File: src/rtl/invsqrt_pipeline.sv
// Pipelined fast inverse square root: magic-constant estimate plus Newton refinement.
// Defining INVSQRT_SECOND_ITER_EN adds a second Newton iteration (latency 9 instead of 5).
module invsqrt_pipeline (
   input  logic        clk,
   input  logic        rst,
   input  logic        ce,
   input  logic [31:0] fp_in,
   output logic [30:0] float_out,
   output logic        ready
);

`ifdef INVSQRT_SECOND_ITER_EN
   localparam int Iters = 2;
`else
   localparam int Iters = 1;
`endif
   localparam int Depth = 1 + 4 * Iters;

   localparam logic [31:0] Magic  = 32'h5F3759DF;
   localparam logic [31:0] PosInf = 32'h7F800000;
   localparam logic [31:0] QNan   = 32'h7FC00000;
   localparam logic [25:0] OneHalfFix = 26'h1800000;  // 1.5 with 24 fraction bits

   // Positive-operand multiply: 24x24 mantissa product, normalised, truncated,
   // zero/denormal inputs and underflow flushed to zero.
   function automatic logic [31:0] fmul(input logic [31:0] a, input logic [31:0] b);
      logic [47:0]       ma;
      logic [47:0]       mb;
      logic [47:0]       prod;
      logic signed [9:0] ex;
      logic [22:0]       frac;
      ma   = {24'd0, 1'b1, a[22:0]};
      mb   = {24'd0, 1'b1, b[22:0]};
      prod = ma * mb;
      ex   = $signed({2'b00, a[30:23]}) + $signed({2'b00, b[30:23]}) - 10'sd127;
      if (prod[47]) begin
         frac = prod[46:24];
         ex   = ex + 10'sd1;
      end else begin
         frac = prod[45:23];
      end
      if (a[30:23] == 8'd0 || b[30:23] == 8'd0 || ex <= 10'sd0) begin
         fmul = '0;
      end else if (ex >= 10'sd255) begin
         fmul = PosInf;
      end else begin
         fmul = {1'b0, ex[7:0], frac};
      end
   endfunction

   // 1.5 - t in fixed point aligned to 2^0; a non-positive difference flushes to zero.
   function automatic logic [31:0] sub_one_half(input logic [31:0] t);
      logic [25:0] tf;
      logic [25:0] diff;
      logic [25:0] norm;
      logic [7:0]  sh;
      logic [4:0]  lead;
      logic        big;
      sub_one_half = '0;
      tf   = '0;
      big  = 1'b0;
      lead = '0;
      sh   = 8'd127 - t[30:23];
      if (t[30:23] > 8'd127) begin
         big = 1'b1;
      end else if (t[30:23] != 8'd0 && sh <= 8'd25) begin
         tf = ({2'b00, 1'b1, t[22:0]} << 1) >> sh;
      end
      diff = OneHalfFix - tf;
      if (!big && tf < OneHalfFix) begin
         for (int i = 0; i < 26; i++) begin
            if (diff[i]) lead = i[4:0];
         end
         norm = diff << (5'd25 - lead);
         sub_one_half = {1'b0, 8'd103 + {3'b000, lead}, norm[24:2]};
      end
   endfunction

   // Stage 1: estimate, halved operand and special-case resolution.
   logic [31:0] y0_d, h_d, sp_d;
   logic        spf_d;

   always_comb begin
      y0_d  = '0;
      h_d   = '0;
      sp_d  = '0;
      spf_d = 1'b1;
      if (fp_in[30:23] == 8'd0) begin
         sp_d = PosInf;
      end else if (fp_in[30:23] == 8'hFF && fp_in[22:0] != 23'd0) begin
         sp_d = QNan;
      end else if (fp_in[31]) begin
         sp_d = QNan;
      end else if (fp_in[30:23] == 8'hFF) begin
         sp_d = '0;
      end else begin
         spf_d = 1'b0;
         y0_d  = Magic - {1'b0, fp_in[31:1]};
         h_d   = (fp_in[30:23] == 8'd1) ? '0 : {1'b0, fp_in[30:23] - 8'd1, fp_in[22:0]};
      end
   end

   logic [31:0]      y0_q, h_q;
   logic [31:0]      sp_q [Depth];
   logic [Depth-1:0] spf_q;
   logic [Depth-1:0] v_q;

   always_ff @(posedge clk) begin
      if (rst) begin
         y0_q  <= '0;
         h_q   <= '0;
         spf_q <= '0;
         v_q   <= '0;
         for (int i = 0; i < Depth; i++) sp_q[i] <= '0;
      end else if (ce) begin
         y0_q     <= y0_d;
         h_q      <= h_d;
         sp_q[0]  <= sp_d;
         spf_q[0] <= spf_d;
         v_q[0]   <= 1'b1;
         for (int i = 1; i < Depth; i++) begin
            sp_q[i]  <= sp_q[i-1];
            spf_q[i] <= spf_q[i-1];
            v_q[i]   <= v_q[i-1];
         end
      end
   end

   logic [31:0] y_chain [Iters+1];
   logic [31:0] h_chain [Iters+1];

   assign y_chain[0] = y0_q;
   assign h_chain[0] = h_q;

   // Each iteration: y*y, h*(y*y), 1.5 - t, y*(1.5 - t); h travels alongside.
   for (genvar k = 0; k < Iters; k++) begin : g_iter
      logic [31:0] sq_q, y_a_q, h_a_q;
      logic [31:0] t_q, y_b_q, h_b_q;
      logic [31:0] s_q, y_c_q, h_c_q;
      logic [31:0] y_o_q, h_o_q;

      always_ff @(posedge clk) begin
         if (rst) begin
            sq_q  <= '0;
            y_a_q <= '0;
            h_a_q <= '0;
            t_q   <= '0;
            y_b_q <= '0;
            h_b_q <= '0;
            s_q   <= '0;
            y_c_q <= '0;
            h_c_q <= '0;
            y_o_q <= '0;
            h_o_q <= '0;
         end else if (ce) begin
            sq_q  <= fmul(y_chain[k], y_chain[k]);
            y_a_q <= y_chain[k];
            h_a_q <= h_chain[k];
            t_q   <= fmul(h_a_q, sq_q);
            y_b_q <= y_a_q;
            h_b_q <= h_a_q;
            s_q   <= sub_one_half(t_q);
            y_c_q <= y_b_q;
            h_c_q <= h_b_q;
            y_o_q <= fmul(y_c_q, s_q);
            h_o_q <= h_c_q;
         end
      end

      assign y_chain[k+1] = y_o_q;
      assign h_chain[k+1] = h_o_q;
   end

   assign float_out = spf_q[Depth-1] ? sp_q[Depth-1][30:0] : y_chain[Iters][30:0];
   assign ready     = v_q[Depth-1];

endmodule

File: config.mk
export PLATFORM = sky130hd
export DESIGN_NAME = invsqrt_pipeline
export DESIGN_NICKNAME = d
export VERILOG_FILES = /design/src/rtl/invsqrt_pipeline.sv
export SDC_FILE = /design/constraint.sdc
export NUM_CORES = 2
export LEC_CHECK = 0
export CORE_UTILIZATION = 46
export CTS_BUF_LIST = sky130_fd_sc_hd__clkbuf_16
export DETAILED_ROUTE_END_ITERATION = 16
export GPL_TIMING_DRIVEN = 0
export PLACE_DENSITY = 0.66
export SKIP_LAST_GASP = 1
export SLEW_MARGIN = 20
export SYNTH_ARGS = -nofsm -noshare
export SYNTH_HDL_FRONTEND = slang
export SYNTH_SLANG_ARGS = --single-unit
export TNS_END_PERCENT = 5
File: constraint.sdc
create_clock -name clk -period 16.8 [get_ports clk]
set_clock_uncertainty 0.15 [all_clocks]
set_input_delay 2.52 -clock clk [delete_from_list [all_inputs] [get_ports clk]]
set_output_delay 2.52 -clock clk [all_outputs]
set_load 0.01 [all_outputs]
* After elaboration in Yosys (flattened, before gate mapping)
Memory sizes are Yosys's and may differ from the RTL's.
Index checks and enable logic that the tools add are counted.
** Cells by class
- Add/subtract/negate cells :: 15
- $mul :: 3
- $lt $le $gt $ge :: 9
- Equal/unequal tests :: 2
- Shifts and indexed selects :: 2
- Multiplexer cells :: 81
- Bitwise gates (word level) :: 5
- Reductions and logical operators :: 17
** Operators with widths (number)
- $mux W31 :: 20
- $mux W32 :: 5
- $mul A24 B24 Y48 :: 3
- $mux W5 :: 27
- $mux W26 :: 4
- $mux W10 :: 9
- $mux W23 :: 3
- $logic_not A8 Y1 :: 6
- $sub A31 B31 Y31 const A :: 1
- $add A10 B2 Y10 const B :: 3
- $ge A10 B9 Y1 const B :: 3
- $le A10 B1 Y1 const B :: 3
- $sub A9 B7 Y10 const B :: 3
- $add A8 B8 Y9 :: 3
- $lt A26 B25 Y1 const B :: 1
- $shl A26 B5 Y25 :: 1
- $shr A25 B8 Y26 :: 1
- $sub A25 B26 Y26 const A :: 1
- $reduce_bool A23 Y1 :: 1
- $mux W1 :: 13
- $add A7 B5 Y8 const A :: 1
- $eq A8 B1 Y1 const B :: 1
- $eq A8 B8 Y1 const B :: 1
- $gt A8 B7 Y1 const B :: 1
- other kinds (9) :: 19
** Storage, ports and cells
- Bits in registers :: 320
- Memory bits (writable) :: 160
- Bits of input ports :: 35
- Logic and storage cells :: 147
- Memories :: 1
** Memory list
- sp_q :: depth 5, bits a word 32, rd ports 5, clocked after memory_dff 0, wr ports 5, line 104 : logic [31:0] sp_q [Depth];

* Logic depth before layout (Yosys ltp)
- Depth after elaboration :: 39
- Gate-level depth with buffers :: 39

* Least setup slack after synthesis
OpenSTA, ideal clock, no wires.
- Kind :: reg-to-reg
- Start point :: reg y0_q[2]
- End point :: reg g_iter[0].sq_q[22]
- Library setup time :: 0.159 ns
- Data arrival time :: 8.663 ns
- Setup slack :: 7.828 ns
- Stages on the path, launching flop included :: 38
- Period minus slack after synthesis :: 8.972 ns
- Cell sequence :: dfxtp_1 > clkbuf_1 > clkbuf_1 > nand2_1 > fa_1 > inv_1 > fa_1 > inv_1 > fa_1 > inv_1 > fa_1 > inv_1 > fa_1 > inv_1 > fa_1 > inv_1 > fa_1 > inv_1 > (+2 left out) > nand2_1 > a21oi_1 > a211o_1 > o31ai_1 > a21oi_1 > or2_2 > a211o_1 > clkbuf_1 > inv_2 > clkbuf_1 > clkbuf_1 > ha_1 > and4_1 > a41o_1 > or2_0 > clkbuf_1 > clkbuf_1 > o32ai_1
** Between the ends
- Cells in the longest elaborated chain, start to end :: 7
- Elaborated cells between the ends (all ways) :: 10
- Classes of those cells :: mul: 1; order compare: 2; mux: 6; reduce/logical: 1
** RTL lines
- start, declared :: line 103 : logic [31:0] y0_q, h_q;
- start signal, assigned :: line 116 : y0_q <= y0_d;
- $mul A24 B24 Y48 * :: line 34 : prod = ma * mb;
- $mux W10 :: line 36 : if (prod[47]) begin
- $mux W10 :: line 155 : end else if (ce) begin
- $mux W10 :: line 143 : if (rst) begin
- $ge A10 B9 Y1 or $le A10 B1 Y1 (tied branches) :: line 44, 42
- $mux W31 or $logic_or A1 B1 Y1 (tied branches) :: line 44, 42
- $mux W31 * :: line 42 : if (a[30:23] == 8'd0 || b[30:23] == 8'd0 || ex <= 10'sd0) begin
- end signal, assigned :: line 156 : sq_q <= fmul(y_chain[k], y_chain[k]);
- end, declared :: line 137 : logic [31:0] sq_q, y_a_q, h_a_q;
Mark *: on every way between the ends. The rest lies on a longest branch, timed or not. The select of a mux whose other input is x is not followed.
A chain may end at the register's enable or synchronous reset.

* Final worst setup path
- Start point :: reg y0_q[8]
- End point :: reg g_iter[0].sq_q[11]
The elaborated chain is that of the path after synthesis.

==> metrics.txt <==
total gr overflow=0; Die H=a little under 400 µm; Comb pwr share=0.208; Final setup viols=0; CTS tree=done; Layout area overhead=6.21%; Initial Utilization=0.465; clock share of power=0.397; post-synth cell types=103; DRC violations left=0; Sw Pwr=670 µW; synth top area cells=fa_1, ha_1, inv_1; cts hold-fix bufs=0; Synth Area per Inst=a little under 9 µm²; crit start category=flop; first-pass GRT wire length=330,000 µm; Arr. time, crit path=12,850 ps; crit share post-route=0.748; class of the worst hold path=reg -> reg; Max Root-Sink Buffers=3; area share of the largest cell type after synthesis=0.403; routed len/inst=~21 µm; P_leak=0.0367 µW; chip width=389 µm; pin slew with the least headroom to its limit=1260 ps; Core Area=148,000 µm²; row count=141; final number of max-transition violations=0; Setup Crit Path Kind=reg -> reg; root buffer cell=clkbuf_16; Seq/Total Area, Yosys=0.0972; unrepaired setup endpoints after global routing=no; antenna violations before repair=9; 1st-iter DRT viols=3,924; DRT Wirelength=211,000 µm; max-cap violations=0; total clock sinks=330; Pint=1420 µW; Yosys warning count=0; commonest cells after routing, fill and taps aside=inv_1, fa_1, nand2_1, ha_1, and2_1; CP max-delay cell=clkinv_1; TritonRoute pass-1 iters=6; cells after synthesis=7,757; setup TNS=0 ps; input/output buffers=63; final hold vios=0; post-route cell area=73,300 µm²; Post-CTS Setup Inserts=0; worst path required time=between 15,000 and 20,000 ps; routed via count=approximately 53,000; worst vdd rail ir drop=0.0000635 V; commonest non-fill, non-tap cell in the layout=inv_1; Max transition margin=0.158; Final ANT Viol Nets=0; Final GP Congestion=0.985; filler instances=14,100; Setup crit end kind=flop; syn nets=9,743; final worst slack=4240 ps; cell area power density=between 20 and 30 nW/µm²; number of global-route vias before repair=56,500; sw frac=0.321; Most used DFF post-synth=dfxtp_1; Cell Area, Synth=69,000 µm²; fraction of registers with async set/reset=0; Tmin final=between 10,000 and 15,000 ps; via-per-instance ratio=around 5.4; PostCTS Resize Cnt=0; fraction of layout cells with a size suffix above 1=0.0229; CTS buffer count=39; EDFF count, synth=10; Die ar.=151,000 µm²; crit path max fanout=10; Worst-path clk slew=70 ps; worst-skew pair later-pin latency=590 ps; Seq pwr share=0.395; total track usage=0.284; slowest stage delay, CP=830 ps; fin nets=around 9,800; Place WS=4510 ps; flops & latches, synth=between 300 and 400; Ports=67; placed cell area=72,000 µm²; Yosys top cell by area=fa_1; Detailed Place HPWL=177,000 µm; fmax=79.6 MHz; # H-tree levels=2; status=finished, final reports clean; largest net degree at the start of global routing=20
## registers in the layout, summed over array words and instances (netlist names)
signal        flops
g_iter.y_b_q     31
sp_q             10
g_iter.t_q       31
y0_q             31
g_iter.h_a_q     31
h_q              31
g_iter.y_a_q     31
g_iter.sq_q      31
v_q               5
g_iter.y_o_q     31
spf_q             5
g_iter.s_q       31
g_iter.y_c_q     31
## power by group through the flow
stage	Combinational (µW)	Clock [µW]	Sequential (µW)
after CTS	431	840	824
after detailed placement	427	0	841
after global routing	479	874	826
after floorplan	281	0	829
final	435	831	825
after global placement	421	0	841
## cell usage after synthesis, types with 11 or more instances
| cell | count |
|---|---|
| inv_1 | 1772 |
| clkbuf_1 | 318 |
| o21a_1 | 24 |
| o31ai_1 | 16 |
| nand2_1 | 949 |
| or4_1 | 11 |
| nand2b_1 | 23 |
| and4_1 | 16 |
| mux2i_1 | 234 |
| fa_1 | 1387 |
| buf_2 | 16 |
| a21o_1 | 47 |
| nor2_1 | 410 |
| nor2b_1 | 48 |
| a21oi_1 | 122 |
| ha_1 | 564 |
| xnor2_1 | 95 |
| a22oi_1 | 13 |
| a31oi_1 | 14 |
| mux2_2 | 29 |
| nor3_1 | 66 |
| a22o_1 | 37 |
| nor4_1 | 29 |
| xor2_1 | 55 |
| and2_1 | 495 |
| clkinv_1 | 11 |
| o21ai_0 | 162 |
| nand4_1 | 24 |
| and3_1 | 19 |
| nand3_1 | 49 |
| o22ai_1 | 60 |
| o211ai_1 | 21 |
| a211oi_1 | 13 |
| dfxtp_1 | 320 |
| o21bai_1 | 19 |
| or2_2 | 20 |
| o221ai_1 | 17 |
| buf_1 | 18 |
## worst max-delay path: cells and delay by family (launching register included)
kind / cells / cell delay (ps)
buffers and inverters: 15 / 4420
adders and majority gates: 9 / 4290
and+or+nand+nor: 5 / 900
AOI/OAI and AO/OA: 7 / 2250
DFF: 1 / 360
## stage by stage
step                      power [µW]  hold WS [ps]  cells   util
after detailed placement        1270           289   9751  0.486
after CTS                       2090           302   9820  0.494
after global placement          1260           276   9750  0.486
after global routing            2180           325   9820  0.494
final                           2090           298   9822  0.494
after floorplan                 1110           267   7757      -
## cell type report
cell class | count | area, µm² | share of cell area
Clock inverter | 29 | 219 | 0.00299
Multi-Input combinational cell | 5274 | 54100 | 0.739
Clock buffer | 40 | 1000 | 0.0137
Timing Repair Buffer | 64 | 636 | 0.00868
Inverter | 1792 | 6730 | 0.0918
Tap cell | 1930 | 2410 | 0.0330
Buffer | 361 | 1430 | 0.0195
Antenna cell | 2 | 5.00 | 0.0000683
Sequential cell | 330 | 6710 | 0.0916
## cell families (layout without fill, tap and decap cells)
group           count (synthesis)  count (layout)  synth area share
flops                         330             330            0.0972
buf+inv                      2153            2286             0.118
simple gates                 2216            2216             0.152
fa+ha+maj                    1951            1951             0.505
compound gates                683             683            0.0667
xor+xnor                      152             152            0.0195
other cells                     0               2                 0
mux                           272             272            0.0413
## path summary, 6_finish.rpt
| path | start | end | slack [ps] | depth (start not counted) |
|---|---|---|---|---|
| max reg2reg | y0_q[8] | g_iter[0].sq_q[11] | 4240 | 36 |
| max | y0_q[8] | g_iter[0].sq_q[11] | 4240 | 36 |
| min | g_iter[0].y_o_q[13] | g_iter[0].y_o_q[13] | 300 | 2 |
| min reg2reg | g_iter[0].y_o_q[13] | g_iter[0].y_o_q[13] | 300 | 2 |
## routing by layer
metal  track usage  wire, µm  share of wire
met1         0.387     89900           0.43
met3        0.0494     17300          0.082
met5             0        57        0.00027
met2         0.460     96100           0.46
met4        0.0853      7710          0.037
No activity file was read; power rests on OpenSTA's default activity.
